==> config.mk <==
export PLATFORM = sky130hd
export DESIGN_NAME = vga_timing_counter
export DESIGN_NICKNAME = d
export VERILOG_FILES = /design/src/rtl/vga_timing_counter.sv
export SDC_FILE = /design/constraint.sdc
export NUM_CORES = 1
export LEC_CHECK = 0
export CORE_AREA = 4 4 54 56
export CTS_CLUSTER_DIAMETER = 100
export CTS_CLUSTER_SIZE = 16
export DETAILED_ROUTE_END_ITERATION = 10
export DIE_AREA = 0 0 58 60
export HOLD_SLACK_MARGIN = 0.06
export PLACE_DENSITY = 0.78
export SYNTH_ARGS = -nofsm -noshare
export SYNTH_HDL_FRONTEND = slang
export SYNTH_SLANG_ARGS = --single-unit
export TNS_END_PERCENT = 20
==> constraint.sdc <==
create_clock -name clk -period 5.99 [get_ports clk]
set_clock_uncertainty 0.2 [all_clocks]
set_input_delay 1.198 -clock clk [delete_from_list [all_inputs] [get_ports clk]]
set_output_delay 1.198 -clock clk [all_outputs]
set_load 0.02 [all_outputs]
==> src/rtl/vga_timing_counter.sv <==
// rtl/vga_timing_counter.sv - 640x480 raster position counter with pixel strobe and line/frame pulses.
// Optional divide-by-2 pixel strobe from a 2x clock when VGA_CLKDIV_EN is defined.
module vga_timing_counter #(
  parameter int H_ACTIVE = 640,
  parameter int H_FP     = 16,
  parameter int H_PULSE  = 96,
  parameter int H_BP     = 48,
  parameter int V_ACTIVE = 480,
  parameter int V_FP     = 10,
  parameter int V_PULSE  = 2,
  parameter int V_BP     = 33
) (
  input  logic       clk,
  input  logic       rst,
  input  logic       en,
  output logic [9:0] hcount,
  output logic [9:0] vcount,
  output logic       pix_en,
  output logic       video_on,
  output logic       line_end,
  output logic       frame_end
);

  localparam int H_TOTAL = H_ACTIVE + H_FP + H_PULSE + H_BP;
  localparam int V_TOTAL = V_ACTIVE + V_FP + V_PULSE + V_BP;

  generate
    if (H_TOTAL > 1024 || V_TOTAL > 1024) begin : g_range_err
      $error("vga_timing_counter: H_TOTAL and V_TOTAL must fit in 10 bits");
    end
  endgenerate

  localparam logic [9:0] H_LAST = 10'(H_TOTAL - 1);
  localparam logic [9:0] V_LAST = 10'(V_TOTAL - 1);
  localparam logic [9:0] H_VIS  = 10'(H_ACTIVE);
  localparam logic [9:0] V_VIS  = 10'(V_ACTIVE);

  logic       tick;
  logic       h_wrap;
  logic       v_wrap;
  logic [9:0] h_next;
  logic [9:0] v_next;

  always_comb begin
    tick   = en & pix_en;
    h_wrap = (hcount == H_LAST);
    v_wrap = (vcount == V_LAST);
    h_next = hcount;
    v_next = vcount;
    if (tick) begin
      if (h_wrap) begin
        h_next = '0;
        v_next = v_wrap ? '0 : vcount + 10'd1;
      end else begin
        h_next = hcount + 10'd1;
      end
    end
    line_end  = tick & h_wrap;
    frame_end = tick & h_wrap & v_wrap;
  end

  // video_on is computed from the next counts so it lines up with the registered position.
  always_ff @(posedge clk or posedge rst) begin
    if (rst) begin
      hcount   <= '0;
      vcount   <= '0;
      video_on <= 1'b0;
    end else if (en) begin
      hcount   <= h_next;
      vcount   <= v_next;
      video_on <= (h_next < H_VIS) && (v_next < V_VIS);
    end
  end

`ifdef VGA_CLKDIV_EN
  // pix_en trails the phase bit by one clk so the first edge after reset yields 0.
  logic div_phase;

  always_ff @(posedge clk or posedge rst) begin
    if (rst) begin
      div_phase <= 1'b0;
      pix_en    <= 1'b0;
    end else if (en) begin
      div_phase <= ~div_phase;
      pix_en    <= div_phase;
    end
  end
`else
  always_ff @(posedge clk or posedge rst) begin
    if (rst) begin
      pix_en <= 1'b0;
    end else if (en) begin
      pix_en <= 1'b1;
    end
  end
`endif

endmodule
==> flow_metrics.py <==
metrics = {
    "run_status": {
        "status": "complete, no violations",
    },
    "clocking": {
        "hold_buffers": 0,
        "cts_setup_buffers": 0,
        "cts_tree": "done",
        "clkLatencyLatePin_ns": 0.30,
        "clkTransAtPathRegs_ns": 0.11,
        "cts_buffers": 3,
        "htreeDepth": 1,
        "root_buffer": "clkbuf_4",
        "cts_buffer_depth": 2,
        "cts_resized": 0,
        "cts.sinks": 22,
    },
    "setup_path": {
        "crit_type": "input port to output pin",
        "arrival_ns": 3.50,
        "critical_path_peak_fanout": 15,
        "cp-start-kind": "input port",
        "worstPathRequired_ns": 4.59,
        "crit_path_end_kind": "output pin",
    },
    "sta": {
        "final_max_slew_viol_count": 0,
        "setup_viol": 0,
        "relSlewSlack": 0.437,
        "tns_ns": 0,
        "finalHoldViolations": 0,
        "rsz0062_at_grt": "false",
        "fin_ws_ns": 1.09,
        "post-route-min-period_ns": 4.90,
        "tightest_slew_ns": 0.843,
        "fmaxAchievable_ghz": 0.204,
        "min_period_over_period": 0.818,
    },
    "layout": {
        "drive_gt1_frac": 0.0811,
        "layout_commonest_cell": "clkdlybuf4s50_1",
        "antenna_cells": 0,
        "fin_util": 0.618,
        "regArea_sq_um": 551,
        "area_growth_pct": 25.3,
        "fin_nets": 156,
        "most-common-layout-cells": "26 x clkdlybuf4s50_1, 22 x dfrtp_1, 11 x nand2_1",
        "n_fill_cell": 227,
        "fin_area_sq_um": 1500,
        "multi_input_area_sq_um": 606,
    },
    "grt": {
        "first_global_vias": 1008,
        "track_usage": 0.161,
        "grt_max_degree": 23,
        "grt_pass1_wl_mm": 4.37,
        "grt-ovfl-total": 0,
        "antenna_found_initial": 0,
    },
    "route": {
        "vias": 1004,
        "first_pass_iters": 4,
        "ant_nets": 0,
        "drc_errors": 0,
        "drt_iter0_drc": 10,
        "wl_per_cell_microns": 14.1,
        "drt_wl_total_mm": 2.51,
        "vias_per_cell": 5.64,
    },
    "floorplanning": {
        "die_y_microns": 60,
        "core_area_sq_um": 2430,
        "start_util": 0.493,
        "dieArea_sq_um": 3480,
        "rows": 18,
        "pin_count": 27,
        "die_w_microns": 58,
    },
    "hold_path": {
        "holdCritPathClass": "flip-flop to flip-flop",
    },
    "yosys": {
        "yosysUniqueCellTypes": 38,
        "yosysTopAreaCell": "dfrtp_1",
        "synthTopCellsByArea": "dfrtp_1 46%, xor2_1 5.1%, nand2_1 3.4%",
        "synth_seq_cells": 22,
        "seq_area_frac_synth": 0.459,
        "syn_area_per_cell_sq_um": 9.84,
        "synth_fp_nets": 128,
        "synth_top_area_share": 0.459,
        "synthCells": 122,
        "syn_area_sq_um": 1200,
        "synth_warnings": 0,
    },
    "flow_run": {
        "cap_viol_max_count": 0,
    },
    "power": {
        "power_mw": 0.398,
        "p_leak_nw": 0.640,
        "power_density_nw_per_um2": 264,
        "ir_drop_mv": 0.258,
    },
    "placement": {
        "port-buffer-count": 26,
        "post-place-ws_ns": 1.11,
        "hpwl_mm": 1.86,
        "dpl_cell_area_sq_um": 1480,
        "gp_congestion": 0.781,
    },
}
-- per-stage QoR --
step	hold WS, ns	instances
after detailed placement	0.315	175
after floorplan	0.407	122
after global placement	0.304	175
after global routing	0.379	178
final	0.329	178
after CTS	0.334	178
-- synthesized netlist by cell type --
| cell | n |
|---|---|
| dfrtp_1 | 22 |
| nand2_1 | 11 |
| nor2_1 | 8 |
| o21ai_0 | 8 |
| nand3_1 | 7 |
| xor2_1 | 7 |
| nand4_1 | 6 |
| inv_1 | 5 |
| or3_1 | 5 |
| a21oi_1 | 4 |
| and2_1 | 4 |
| xnor2_1 | 4 |
| and3_1 | 3 |
| ha_1 | 3 |
| o31ai_1 | 2 |
| a221oi_2 | 1 |
| a31o_1 | 1 |
| a31oi_2 | 1 |
| and4_1 | 1 |
| buf_2 | 1 |
| buf_4 | 1 |
| clkbuf_1 | 1 |
| clkinv_4 | 1 |
| mux2_2 | 1 |
| nand2b_1 | 1 |
| nand3_4 | 1 |
| nand3b_1 | 1 |
| nor2b_1 | 1 |
| nor4_2 | 1 |
| o211ai_2 | 1 |
| o21a_1 | 1 |
| o21ai_1 | 1 |
| o21bai_1 | 1 |
| o22ai_1 | 1 |
| o31a_1 | 1 |
| or2_1 | 1 |
| or2_2 | 1 |
| or3_4 | 1 |
-- final cells by class --
type | count | share of cell area
multi-input combinational | 91 | 0.403
sequential | 22 | 0.366
timing repair buffer | 26 | 0.173
tap | 30 | 0.0250
inverter | 6 | 0.0183
clock buffer | 3 | 0.0150
-- flip-flops by register name (all words and copies together), names as in the netlist --
signal,cells
hcount,10
vcount,10
pix_en,1
video_on,1
-- critical path, cell delays in order --
cell             delay [ns]
clkdlybuf4s50_1        0.69
nand4_1                0.27
or3_4                  0.49
clkinv_4               0.13
and2_1                 0.13
clkdlybuf4s50_1        0.59
-- power by group --
| part | internal, mW | switching (mW) | total, mW |
|---|---|---|---|
| Sequential | 0.170 | 0.0328 | 0.203 |
| Combinational | 0.0619 | 0.0674 | 0.129 |
| Clock | 0.0234 | 0.0418 | 0.0652 |
-- logic make-up (layout without fill, tap and decap cells) --
family,count (synthesis),count (layout),synth area share
AOI/OAI and AO/OA,23,23,0.132
adders and majority gates,3,3,0.0313
muxes,1,1,0.00938
DFF,22,22,0.459
buffers and inverters,9,35,0.0365
xor gates and xnor gates,11,11,0.0803
and+or+nand+nor,53,53,0.251
-- routing by layer --
layer / GRT usage / wire length (microns) / part of all wire
met1: 0.205 / 1170 / 0.46
met2: 0.273 / 1220 / 0.49
met4: 0.0695 / 31 / 0.012
met3: 0.0216 / 91 / 0.036
met5: 0 / 0 / 0
-- path summary, 6_finish.rpt --
path / slack (ns) / endpoint / cells after the start / startpoint
max: 1.09 / frame_end / 6 / en
min: 0.33 / hcount[6]$_DFFE_PP0P_ / 1 / hcount[6]$_DFFE_PP0P_
max reg2reg: 3.59 / video_on$_DFFE_PP0P_ / 8 / hcount[0]$_DFFE_PP0P_
min reg2reg: 0.33 / hcount[6]$_DFFE_PP0P_ / 1 / hcount[6]$_DFFE_PP0P_
max in group asynchronous: 3.92 / vcount[9]$_DFFE_PP0P_ / 2 / rst
min in group asynchronous: 1.15 / vcount[7]$_DFFE_PP0P_ / 2 / rst
No activity file was read; power rests on OpenSTA's default activity.
==> edit 1: new RTL, same settings <==
Add a define of `VGA_CLKDIV_EN`.
--- a/src/rtl/vga_timing_counter.sv
+++ b/src/rtl/vga_timing_counter.sv
@@ -2,2 +2,4 @@
 // Optional divide-by-2 pixel strobe from a 2x clock when VGA_CLKDIV_EN is defined.
+`define VGA_CLKDIV_EN
+
 module vga_timing_counter #(
Behaviour: not the same (Yosys sat finds a counterexample within 4 cycles, from zero or initial values and one cycle with rst high).
==> edit 1 against the unedited design <==
  * Design area down 1.3%
  * Non-clock buffer count is the same
  * Routed wire length is 3.9% lower
  * Combinational power shrank 16%
  * Synthesized area shrank 1.6%
  * Power shrank 4.0%
  * Setup slack got worse by 0.10 ns
  * Sequential share of layout area up 2.2 points
  * Cell count decreased by 1.7%
  * Register-to-register slack got worse by 0.30 ns
  * Synthesized cell count is 3.3% lower
  * Sequential cell count increased by 1
  * Largest power group unchanged
  * Highest routed layer unchanged
==> edit 1: results (changes against the unedited design) <==
post-layout minimum cycle time=5.01 ns (was 4.90 ns); clk slew on worst S/H paths=0.12 ns; Starting DRT DRC Count=23 (was 10); vias in the first global route=954 (was 1008); pin count of the biggest net entering global routing=24 (was 23); CTS resizes=0 (unchanged); WL final=2420 um (was 2510 um); internal reg-to-reg setup slack=3.29 ns (was 3.59 ns); top post-synthesis cells by count=23 x dfrtp_1, 11 x nand2_1, 9 x nand3_1 (was 22 x dfrtp_1, 11 x nand2_1, 8 x nor2_1, 8 x o21ai_0); Largest stage delay, worst path=0.65 ns (was 0.69 ns); Synth Area in XOR/XNOR=9.64% (was 8.03%); Max clock buf depth=2 (unchanged); complex-gate fraction of the synthesized area=9.00% (was 13.2%); postcts setup bufs=0 (unchanged); clk root buf=clkbuf_4 (unchanged); CTS H-Tree Depth=1 (unchanged); placed wire-length estimate=1790 um (was 1860 um); nets=152 (was 156); GRT Total Usage=16.0% (was 16.1%); n_diodes=0 (unchanged); post-synthesis adder-cell area fraction=3.18% (was 3.13%); Rel. slew slack=43.5% (was 43.7%); syn nets=124 (was 128); layout cells sized above 1=6.21% (was 8.11%); part of the Yosys area used for sequential elements=48.7% (was 45.9%); Cells after DPL=171 (was 175); most frequently used flop master after synthesis=dfrtp_1 (unchanged); status=finished, final reports clean (unchanged); Leak Pwr=0.000640 uW (about the same); pre-CTS setup slack=0.968 ns (was 1.11 ns); maximum vdd drop=0.000272 V (was 0.000258 V); critical path peak fanout=15 (unchanged); number of distinct library cells after synthesis=33 (was 38); Slowest cell on crit path=clkdlybuf4s50_1 (unchanged); Largest regs=hcount x10, vcount x10 (unchanged); Layout fillers=228 (was 227); worst reg-to-reg path cell count=7 (was 8); async set-reset flop share out of synthesis=100% (unchanged); global-route wire length before repair=4220 um (was 4370 um); clock latency on the worst-skew pair=0.30 ns (about the same); switching power=125 uW (was 142 uW); routed via count=960 (was 1004); Cell Count, Final, Fillers Out=175 (was 178); mux cell area share after synthesis=0.953% (was 0.938%); routability congestion estimate=0.849 (was 0.781); Area contributors post-synth=dfrtp_1 49%, xnor2_1 5.9%, nand3_1 3.8% (was dfrtp_1 46%, xor2_1 5.1%, nand2_1 3.4%); Min-Delay Path Class=reg2reg (unchanged); Post-Synthesis Mean Instance Area=10.0 um^2 (was 9.84 um^2); Port Buf Inserts=26 (unchanged); critical path arrival=3.61 ns (was 3.50 ns)
[edit 1: cell types whose count changed after synthesis, moves of 2 or more]
cell,change
nand2b_1,+2
a21oi_1,-3
xor2_1,-2
nand3_1,+2
nor3_1,+3
and3_1,-3
nor4_1,+2
inv_1,+2
or3_1,-4
xnor2_1,+4
and2_1,-3
a31oi_1,+2
[edit 1: final timing paths]
path	start	endpoint
max	en	frame_end
min	div_phase	div_phase
max reg2reg	hcount[5]	video_on
min reg2reg	div_phase	div_phase
max in group asynchronous	rst	vcount[5]
min in group asynchronous	rst	hcount[2]
[edit 1: layout make-up]
type	instances	share of cell area (%)
sequential	23	38.8
multi-input combinational	85	37.6
timing repair buffer	26	17.5
tap	30	2.53
clock buffer	4	1.77
inverter	7	1.77
[edit 1: power by group through the flow]
stage,Combinational (uW),Clock (uW),Sequential [uW]
4_1_cts,109,72.1,206
3_5_place_dp,108,0,209
6_report,108,68.2,206
3_3_place_gp,108,0,208
2_1_floorplan,40.2,0,226
5_1_grt,118,79.5,212
[edit 1: layer usage]
metal	wire [um]	vias up	global-route usage [%]
met1	1100	458	19.8
met3	125	6	3.46
met4	40	0	8.61
met2	1150	26	26.0
met5	0	-	0
li1	-	470	-
[edit 1: per-stage QoR]
step	utilization, %	instance area [um^2]	hold WS [ns]
floorplan	-	1180	0.233
global placement	59.9	1460	0.247
detailed placement	59.9	1460	0.255
CTS	61.0	1480	0.276
global route	61.0	1480	0.296
finish	61.0	1480	0.272
[edit 1: critical path: cells and delay by family]
kind,cells,cell delay [ns]
AND/OR/NAND/NOR,3,0.81
buffers and inverters,3,1.61
==> edit 2: new RTL, config.mk and constraints unchanged <==
Without the edit above. Register the output `hcount` once more, cleared by the reset; this adds one clock of latency there. The other outputs are not delayed to match.
--- a/src/rtl/vga_timing_counter.sv
+++ b/src/rtl/vga_timing_counter.sv
@@ -26,2 +26,4 @@
 
+  logic [9:0] hcount_s0;
+
   generate
@@ -45,5 +47,5 @@
     tick   = en & pix_en;
-    h_wrap = (hcount == H_LAST);
+    h_wrap = (hcount_s0 == H_LAST);
     v_wrap = (vcount == V_LAST);
-    h_next = hcount;
+    h_next = hcount_s0;
     v_next = vcount;
@@ -54,3 +56,3 @@
       end else begin
-        h_next = hcount + 10'd1;
+        h_next = hcount_s0 + 10'd1;
       end
@@ -64,3 +66,3 @@
     if (rst) begin
-      hcount   <= '0;
+      hcount_s0 <= '0;
       vcount   <= '0;
@@ -68,3 +70,3 @@
     end else if (en) begin
-      hcount   <= h_next;
+      hcount_s0 <= h_next;
       vcount   <= v_next;
@@ -97,2 +99,10 @@
 
+  always_ff @(posedge clk or posedge rst) begin
+    if (rst) begin
+      hcount <= '0;
+    end else begin
+      hcount <= hcount_s0;
+    end
+  end
+
 endmodule
Function: changed (Yosys sat finds a counterexample within 4 cycles, from zero or initial values and one cycle with rst high).
==> edit 2 against the unedited design <==
  * Hold slack got worse by 0.084 ns
  * Count of clock-buffer cells in the layout increased by 3
  * Setup slack improved by 0.058 ns
  * Synthesized area increased by 16%
  * Routed wire length increased by 6.5%
  * Core utilization increased by 11 points
  * Power increased by 23%
  * Sequential cell count increased by 10
  * Design area increased by 17%
==> edit 2: results (changes against the unedited design) <==
status=finished, final reports clean (unchanged); CTS Buf Count=5 (was 3); syn nets=130 (was 128); pre-CTS setup slack=1.16 ns (was 1.11 ns); hold path start=hcount_s0[4] (was hcount[6]); GRT Total Usage=18.2% (was 16.1%); power density cells=277 nW/um^2 (was 264 nW/um^2); Largest regs=hcount x10, hcount_s0 x10, vcount x10 (was hcount x10, vcount x10); Worst Hold End=hcount[4] (was hcount[6]); vias per cell=5.42 (was 5.64); Cells after DPL=180 (was 175); Starting DRT DRC Count=20 (was 10); WL final=2680 um (was 2510 um); Cell Count, Final, Fillers Out=188 (was 178); Int Pwr=342 uW (was 256 uW); RR Startpoint=hcount_s0[7] (was hcount[0]); placed wire-length estimate=1940 um (was 1860 um); nets=164 (was 156); CTS H-Tree Depth=2 (was 1); Layout fillers=198 (was 227); Largest stage delay, worst path=0.62 ns (was 0.69 ns); layout cells sized above 1=9.49% (was 8.11%); global-route wire length before repair=4600 um (was 4370 um); vias in the first global route=1003 (was 1008); Max clock buf depth=2 (unchanged); part of the Yosys area used for sequential elements=57.7% (was 45.9%); Ys Warns=0 (unchanged); clock latency on the worst-skew pair=0.33 ns (was 0.30 ns); gate count after technology mapping=124 (was 122); hold path cells=0 (was 1); critical path peak fanout=8 (was 15); top post-synthesis cells by count=32 x dfrtp_1, 13 x nand2_1, 9 x nor2_1 (was 22 x dfrtp_1, 11 x nand2_1, 8 x nor2_1, 8 x o21ai_0); period utilisation layout=80.9% (was 81.8%); combinational share of power=21.1% (was 32.5%); CTS resizes=0 (unchanged); dpl cell area=1690 um^2 (was 1480 um^2); clk slew on worst S/H paths=0.08 ns (was 0.11 ns); number of distinct library cells after synthesis=34 (was 38); sequential share of power=56.3% (was 51.1%); Leak Pwr=0.000747 uW (was 0.000640 uW); Area contributors post-synth=dfrtp_1 58%, xnor2_1 3.8%, xor2_1 3.8% (was dfrtp_1 46%, xor2_1 5.1%, nand2_1 3.4%); WHS=0.245 ns (was 0.329 ns); clk root buf=clkbuf_4 (unchanged); maximum vdd drop=0.000314 V (was 0.000258 V); Final Power=488 uW (was 398 uW); internal reg-to-reg setup slack=3.43 ns (was 3.59 ns); Rel. slew slack=61.2% (was 43.7%); worst reg-to-reg path cell count=6 (was 8); pin count of the biggest net entering global routing=33 (was 23)
==> edit 2: cell types whose count changed after synthesis, moves of 2 or more <==
cell,unedited run,this run
xnor2_1,4,6
dfrtp_1,22,32
or3_1,5,2
and3_1,3,1
and2_1,4,2
nand2_1,11,13
nor3_1,0,5
nand4_1,6,3
==> edit 2: layout make-up <==
type	instances	share of cell area [%]
Clock inverter	1	0.284
Multi-Input combinational cell	88	32.6
Inverter	4	0.853
Clock buffer	6	2.35
Timing Repair Buffer	27	16.3
Tap cell	30	2.13
Sequential cell	32	45.5
==> edit 2: cell families after synthesis <==
family                   share of synthesized area (%)
multiplexers                                     0.811
flip-flops                                        57.7
adder cells (fa/ha/maj)                           2.70
XOR/XNOR                                          7.57
AND/OR/NAND/NOR                                   22.3
buffers and inverters                             1.08
AO/OA/AOI/OAI                                     7.84
==> edit 2: layer usage <==
layer	track usage [%]	share of wire, %
met3	5.83	4.7
met5	0	0
met2	26.5	45
met1	24.8	47
met4	8.61	2.6
